`src/rtl/alu_share_arbiter.sv`:
```
// ============================================================================
//  Module   : alu_share_arbiter
//  Purpose  : Round-robin arbiter/sequencer time-sharing one combinational ALU
//             between the execute path (0) and the branch address path (1).
//  Revision : 1.0 - initial release
// ============================================================================
`default_nettype none

module alu_share_arbiter #(
    parameter int WIDTH  = 32,
    parameter int CTRL_W = 5
) (
    input  logic              clk,
    input  logic              rst,
    input  logic              req0_valid,
    output logic              req0_ready,
    input  logic [CTRL_W-1:0] req0_cntrl,
    input  logic [WIDTH-1:0]  req0_a,
    input  logic [WIDTH-1:0]  req0_b,
    input  logic              req1_valid,
    output logic              req1_ready,
    input  logic [CTRL_W-1:0] req1_cntrl,
    input  logic [WIDTH-1:0]  req1_a,
    input  logic [WIDTH-1:0]  req1_b,
    output logic [CTRL_W-1:0] alu_cntrl,
    output logic [WIDTH-1:0]  alu_a,
    output logic [WIDTH-1:0]  alu_b,
    input  logic [WIDTH-1:0]  alu_out,
    input  logic              alu_z,
    input  logic              alu_n,
    output logic              rsp0_valid,
    input  logic              rsp0_ready,
    output logic [WIDTH-1:0]  rsp0_data,
    output logic              rsp0_z,
    output logic              rsp0_n,
    output logic              rsp1_valid,
    input  logic              rsp1_ready,
    output logic [WIDTH-1:0]  rsp1_data,
    output logic              rsp1_z,
    output logic              rsp1_n,
    output logic              busy
);

    typedef enum logic [0:0] {
        S_IDLE = 1'b0,
        S_EXEC = 1'b1
    } state_t;

    state_t            r_state;
    state_t            w_state_nxt;
    logic              r_prio;
    logic              r_owner;
    logic [CTRL_W-1:0] r_cntrl;
    logic [WIDTH-1:0]  r_a;
    logic [WIDTH-1:0]  r_b;

    logic [1:0]        r_rsp_valid;
    logic [WIDTH-1:0]  r_rsp_data [2];
    logic [1:0]        r_rsp_z;
    logic [1:0]        r_rsp_n;

    logic [1:0]        w_req_valid;
    logic [1:0]        w_rsp_ready;
    logic [1:0]        w_elig;
    logic [1:0]        w_gnt;
    logic              w_capture;

    assign w_req_valid = {req1_valid, req0_valid};
    assign w_rsp_ready = {rsp1_ready, rsp0_ready};
    // A full slot that is draining this cycle counts as free (bypass).
    assign w_elig      = w_req_valid & (~r_rsp_valid | w_rsp_ready);
    assign w_capture   = (r_state == S_EXEC);

    always_comb begin
        w_state_nxt = r_state;
        w_gnt       = 2'b00;
        case (r_state)
            S_IDLE: begin
                if (!rst) begin
                    if (w_elig == 2'b11) begin
                        w_gnt = r_prio ? 2'b10 : 2'b01;
                    end else begin
                        w_gnt = w_elig;
                    end
                end
                if (w_gnt != 2'b00) begin
                    w_state_nxt = S_EXEC;
                end
            end
            S_EXEC: begin
                w_state_nxt = S_IDLE;
            end
            default: begin
                w_state_nxt = S_IDLE;
            end
        endcase
    end

    assign req0_ready = w_gnt[0];
    assign req1_ready = w_gnt[1];
    assign busy       = w_capture;
    assign alu_cntrl  = w_capture ? r_cntrl : '0;
    assign alu_a      = w_capture ? r_a     : '0;
    assign alu_b      = w_capture ? r_b     : '0;

    always_ff @(posedge clk) begin
        if (rst) begin
            r_state <= S_IDLE;
            r_prio  <= 1'b0;
            r_owner <= 1'b0;
            r_cntrl <= '0;
            r_a     <= '0;
            r_b     <= '0;
        end else begin
            r_state <= w_state_nxt;
            if (w_gnt != 2'b00) begin
                r_owner <= w_gnt[1];
                r_cntrl <= w_gnt[1] ? req1_cntrl : req0_cntrl;
                r_a     <= w_gnt[1] ? req1_a     : req0_a;
                r_b     <= w_gnt[1] ? req1_b     : req0_b;
            end
            if (w_capture) begin
                r_prio <= ~r_owner;
            end
        end
    end

    for (genvar i = 0; i < 2; i++) begin : g_slot
        localparam bit c_id = (i == 1);

        // Capture takes precedence over a same-edge drain of the slot.
        always_ff @(posedge clk) begin
            if (rst) begin
                r_rsp_valid[i] <= 1'b0;
                r_rsp_data[i]  <= '0;
                r_rsp_z[i]     <= 1'b0;
                r_rsp_n[i]     <= 1'b0;
            end else if (w_capture && (r_owner == c_id)) begin
                r_rsp_valid[i] <= 1'b1;
                r_rsp_data[i]  <= alu_out;
                r_rsp_z[i]     <= alu_z;
                r_rsp_n[i]     <= alu_n;
            end else if (r_rsp_valid[i] && w_rsp_ready[i]) begin
                r_rsp_valid[i] <= 1'b0;
            end
        end
    end

    assign rsp0_valid = r_rsp_valid[0];
    assign rsp0_data  = r_rsp_data[0];
    assign rsp0_z     = r_rsp_z[0];
    assign rsp0_n     = r_rsp_n[0];
    assign rsp1_valid = r_rsp_valid[1];
    assign rsp1_data  = r_rsp_data[1];
    assign rsp1_z     = r_rsp_z[1];
    assign rsp1_n     = r_rsp_n[1];

endmodule

`default_nettype wire
```
`config.mk`:
```
export PLATFORM = sky130hd
export DESIGN_NAME = alu_share_arbiter
export DESIGN_NICKNAME = d
export VERILOG_FILES = /design/src/rtl/alu_share_arbiter.sv
export SDC_FILE = /design/constraint.sdc
export NUM_CORES = 1
export LEC_CHECK = 0
export ABC_CLOCK_PERIOD_IN_PS = 5990
export BUFFER_PORTS_ARGS = -buffer_cell sky130_fd_sc_hd__clkbuf_2
export CAP_MARGIN = 20
export CORE_ASPECT_RATIO = 0.8
export CORE_UTILIZATION = 38
export DETAILED_ROUTE_END_ITERATION = 7
export HOLD_SLACK_MARGIN = 0.08
export PLACE_DENSITY = 0.69
export SKIP_CTS_REPAIR_TIMING = 1
export SLEW_MARGIN = 5
export SYNTH_ARGS = -nofsm -noshare
export SYNTH_HDL_FRONTEND = slang
export SYNTH_SLANG_ARGS = --single-unit
```
`constraint.sdc`:
```
create_clock -name clk -period 5.99 [get_ports clk]
set_input_delay 1.797 -clock clk [delete_from_list [all_inputs] [get_ports clk]]
set_output_delay 1.797 -clock clk [all_outputs]
set_load 0.01 [all_outputs]
```
# After elaboration in Yosys (flattened, before gate mapping)
# Memories as Yosys holds them, arrays and structs flattened.
# Index checks and enable logic that the tools add are counted.
[word_totals]
ff_bits = 78
word_cells = 56
mem_count = 1
out_inout_bits = 142
mem_bits_rw = 64
input_bits = 178
[memory_table]
columns = ["name", "depth", "width", "read_ports", "rd_clocked_by_memory_dff", "write_ports", "line_no", "source"]
rows = [
  ["r_rsp_data", 2, 32, 2, 0, 2, "58", "logic [WIDTH-1:0] r_rsp_data [2];"],
]
[op_classes]
eq_ne = 1
mux = 27
reduce_logical = 8
n_bitwise = 7
[op_table]
columns = ["operator", "count"]
rows = [
  ["32-bit 2-to-1 mux", 6],
  ["1-bit 2-to-1 mux", 13],
  ["2-bit 2-to-1 mux", 5],
  ["5-bit 2-to-1 mux", 2],
  ["2-bit nonzero test", 4],
  ["1-bit logical AND", 4],
  ["2-bit bitwise AND", 1],
  ["2-bit == test, second input constant", 1],
  ["1-bit inverter", 2],
  ["2-bit inverter", 1],
  ["1-bit OR", 2],
  ["2-bit OR", 1],
  ["1-bit case mux with 2 select lines", 1],
]

# Longest topological paths before layout
[depth]
depth_word = 10
ltp_mapped = 7
ltp_nobuf = 5

# Worst setup path after synthesis
# Ideal clock, no wire load.
[synth_path]
kind = "input-to-output"
startpoint = "input rst"
endpoint = "output req0_ready"
cell_stages = 5
arrival_ps = 2723
path_buffers = 2
slack_ps = 1470
t_required_ps = 4193
path_cell_list = "nor2_1 > and3_1 > buf_2 > clkbuf_1 > and2_1"
[synth_between]
elab_chain_cells = 3
[synth_rtl]
columns = ["element", "line_no", "source"]
rows = [
  ["start: declaration", "14", "input logic rst,"],
  ["2-bit 2-to-1 mux", "79", "if (!rst) begin"],
  ["2-bit 2-to-1 mux (2 in a row)", "77", "case (r_state)"],
  ["end: declaration", "16", "output logic req0_ready,"],
]
# Every way passes these cells. The select of a mux whose other input is x is not followed.

# Final worst setup path
[layout_path]
startpoint = "input rst"
endpoint = "output req1_ready"
[layout_between]
elab_chain_cells = 3
[layout_rtl]
columns = ["element", "line_no", "source"]
rows = [
  ["2-bit 2-to-1 mux", "79", ""],
  ["2-bit 2-to-1 mux (2 in a row)", "77", ""],
  ["end: declaration", "21", "output logic req1_ready,"],
]
# Every way passes these cells. The select of a mux whose other input is x is not followed.

==> reports/results.tsv <==
stage	metric	value	unit
power_and_ir_drop	sw frac	26.6	%
floorplan	Die Y	115	um
cells_and_area	ant diodes	0	
run_status	status	finished clean	
power_and_ir_drop	Worst VDD drop	0.000178	V
cells_and_area	final core occ	53.7	%
sta	post-layout worst setup margin	1510	ps
global_routing	first-pass GRT wire length	26200	um
power_and_ir_drop	Logic pwr share	15.5	%
detailed_routing	first-pass iteration count of the detailed router	4	
cells_and_area	layout cell share with drive strength beyond 1	45.6	%
power_and_ir_drop	Leak	4.12	nW
power_and_ir_drop	clock power share	39.2	%
critical_path	CP top delay family	buffers and inverters	
synth	Yosys top cell by area	edfxtp_1	
cts	clk sink count	142	
synth	Mapped Area	0.00610	mm^2
power_and_ir_drop	Internal Power	1.87	mW
synth	top cells by count, synth	and2_1, dfxtp_1, edfxtp_1	
synth	top cell type's share of synthesized area	31.5	%
sta	Rel. slew slack	32.4	%
global_routing	vias in the first global route	4928	
sta	Worst-Margin Slew	1010	ps
synth	register bit total from synthesis	142	
critical_path	crit path cell chain	clkbuf_2, nor2_1, o2111ai_2, buf_4, inv_2, clkbuf_2	
placement	Final GP Congestion	0.808	
synth	Mapped Nets	716	
worst_hold_path	Worst Hold Class	flop to flop	
global_routing	antenna violations before repair	0	
critical_path	delay of the slowest cell on the worst path	250	ps
cells_and_area	Area Overhead vs Synth	38.6	%
critical_path	critical path class	input port to output pin	
flow_run	Max Cap Viol	0	
critical_path	Worst setup EP type	output pin	
floorplan	row cnt	41	
floorplan	IO Count	320	
synth	number of synthesized flops with an enable pin	64	
synth	Top FF cell, synth	dfxtp_1	
synth	Synth async-reset ratio	0	%
cts	Max Root-Sink Buffers	2	
synth	Avg Inst Size Synth	11.3	um^2
power_and_ir_drop	Seq pwr share	45.3	%
sta	setup TNS	0	ps
sta	# setup viols final	0	
cts	Root Driver	clkbuf_16	
power_and_ir_drop	Sw Pwr	0.677	mW
sta	Final Hold Viols	0	
sta	Pins Over Slew Limit	0	
floorplan	core area	0.0157	mm^2
sta	unrepaired setup endpoints after global routing	no	
critical_path	worst path bufs/invs	4	
cells_and_area	Final #Nets	1018	
synth	count leader, synth	and2_1	
power_and_ir_drop	Pwr Density	302	mW/mm^2
sta	fin crit share	74.8	%
cts	CTS tree	built	
detailed_routing	routed len/inst	16.0	um
critical_path	CP Max Fanout	24	
critical_path	Critical Path Start Type	input port	
critical_path	most used cell, CP	clkbuf_2	
global_routing	grt ovf	0	
sta	Fmax	223	MHz
detailed_routing	total number of vias	5253	
sta	clock skew	4.81	ps
synth	synth warn	0	
detailed_routing	initial DRC count	298	
synth	cells after synthesis	538	
placement	detailed placement HPWL	11900	um
detailed_routing	via density per instance	4.92	
detailed_routing	Detail Route Antenna Nets	0	
critical_path	CP arrival	2680	ps
detailed_routing	drt drc	0	
sta	Tmin final	4480	ps
synth	Seq/Total Area, Yosys	57.1	%
global_routing	pin count of the biggest net entering global routing	76	
sta	Hold WS	478	ps
cts	clock-pin slew on the worst setup and hold paths	60	ps
synth	synth unique cells	27	
global_routing	GRT Total Usage	21.0	%
synth	Area contributors post-synth	edfxtp_1, dfxtp_1, and2_1	
power_and_ir_drop	overall power	2.55	mW
cts	Worst-Skew Late Latency	420	ps
cts	cts bufs inserted	17	
floorplan	Initial Util	38.7	%
floorplan	die area	0.0166	mm^2
detailed_routing	final WL	17100	um
placement	number of port buffers	319	
placement	dpl ws	1490	ps
floorplan	die width	144	um
critical_path	Worst Path Required	4190	ps
cts	htree depth	4	
critical_path	Critical Path Slowest Stage Cell	buf_4	
power by group through the flow:
stage	sequential (mW)	combinational, mW	clock (mW)
global placement	1.17	0.387	0
floorplan	1.18	0.208	0
finish	1.15	0.394	1.00
CTS	1.15	0.399	1.02
global route	1.17	0.435	1.06
detailed placement	1.17	0.399	0
flip-flops by register name, indices dropped and copies added, names as in the netlist:
signal / flops
rsp1_n: 1
r_cntrl: 5
r_owner: 1
r_prio: 1
r_b: 32
rsp1_z: 1
r_a: 32
rsp0_z: 1
rsp1_valid: 1
busy: 1
rsp0_valid: 1
r_rsp_data: 64
rsp0_n: 1
cells in the final DEF (no fill, tap or decap), drive strengths merged, types with 4 or more instances in the layout:
| cell type | Yosys | final |
|---|---|---|
| nor3 | 24 | 24 |
| a311oi | 23 | 23 |
| dfxtp | 78 | 78 |
| buf | 16 | 14 |
| and3 | 48 | 48 |
| a22o | 4 | 4 |
| clkbuf | 34 | 336 |
| and2 | 134 | 134 |
| nand2 | 46 | 46 |
| a221o | 46 | 46 |
| edfxtp | 64 | 64 |
| inv | 4 | 9 |
| clkinv | 0 | 8 |
logic make-up after synthesis:
| kind of cell | after synthesis | share of synthesized area (%) |
|---|---|---|
| buffers and inverters | 54 | 4.12 |
| flip-flops | 142 | 57.1 |
| AO/OA/AOI/OAI | 79 | 14.2 |
| AND/OR/NAND/NOR | 263 | 24.6 |
metrics by stage:
step	area (um^2)	cells
6_report	8450	1068
5_1_grt	8450	1068
4_1_cts	8450	1068
3_5_place_dp	7890	1036
3_3_place_gp	7840	1034
2_1_floorplan	6100	538
worst paths after layout:
kind / start / endpoint / slack (ps) / depth (start not counted)
setup reg to reg: rsp0_valid / r_b[3] / 3360 / 6
hold reg to reg: r_b[4] / r_b[4] / 480 / 1
hold / removal: r_b[4] / r_b[4] / 480 / 1
setup / recovery: rst / req1_ready / 1510 / 6
metal layers:
metal	global-route usage [%]	wire [um]	vias to the layer above
met5	0	0	-
met4	9.86	446	0
met3	5.16	1070	31
met2	34.6	8390	221
met1	25.9	7220	2441
li1	-	-	2560
cell type report:
cell class | count | area, um^2
fillers | 1440 | 7300
flip-flops and latches | 142 | 3480
multi-input cells | 342 | 2380
repair buffers | 333 | 1740
clock buffers | 17 | 425
well taps | 215 | 269
clock inverters | 15 | 135
inverters | 4 | 15.0
worst reg2reg max path: stages (launching register included):
cell      delay (ps)
dfxtp_1          360
nand2b_1          80
and3_2           220
buf_4            320
nor3_2           870
buf_4            490
a221o_1          240
(Power assumes the default switching activity.)
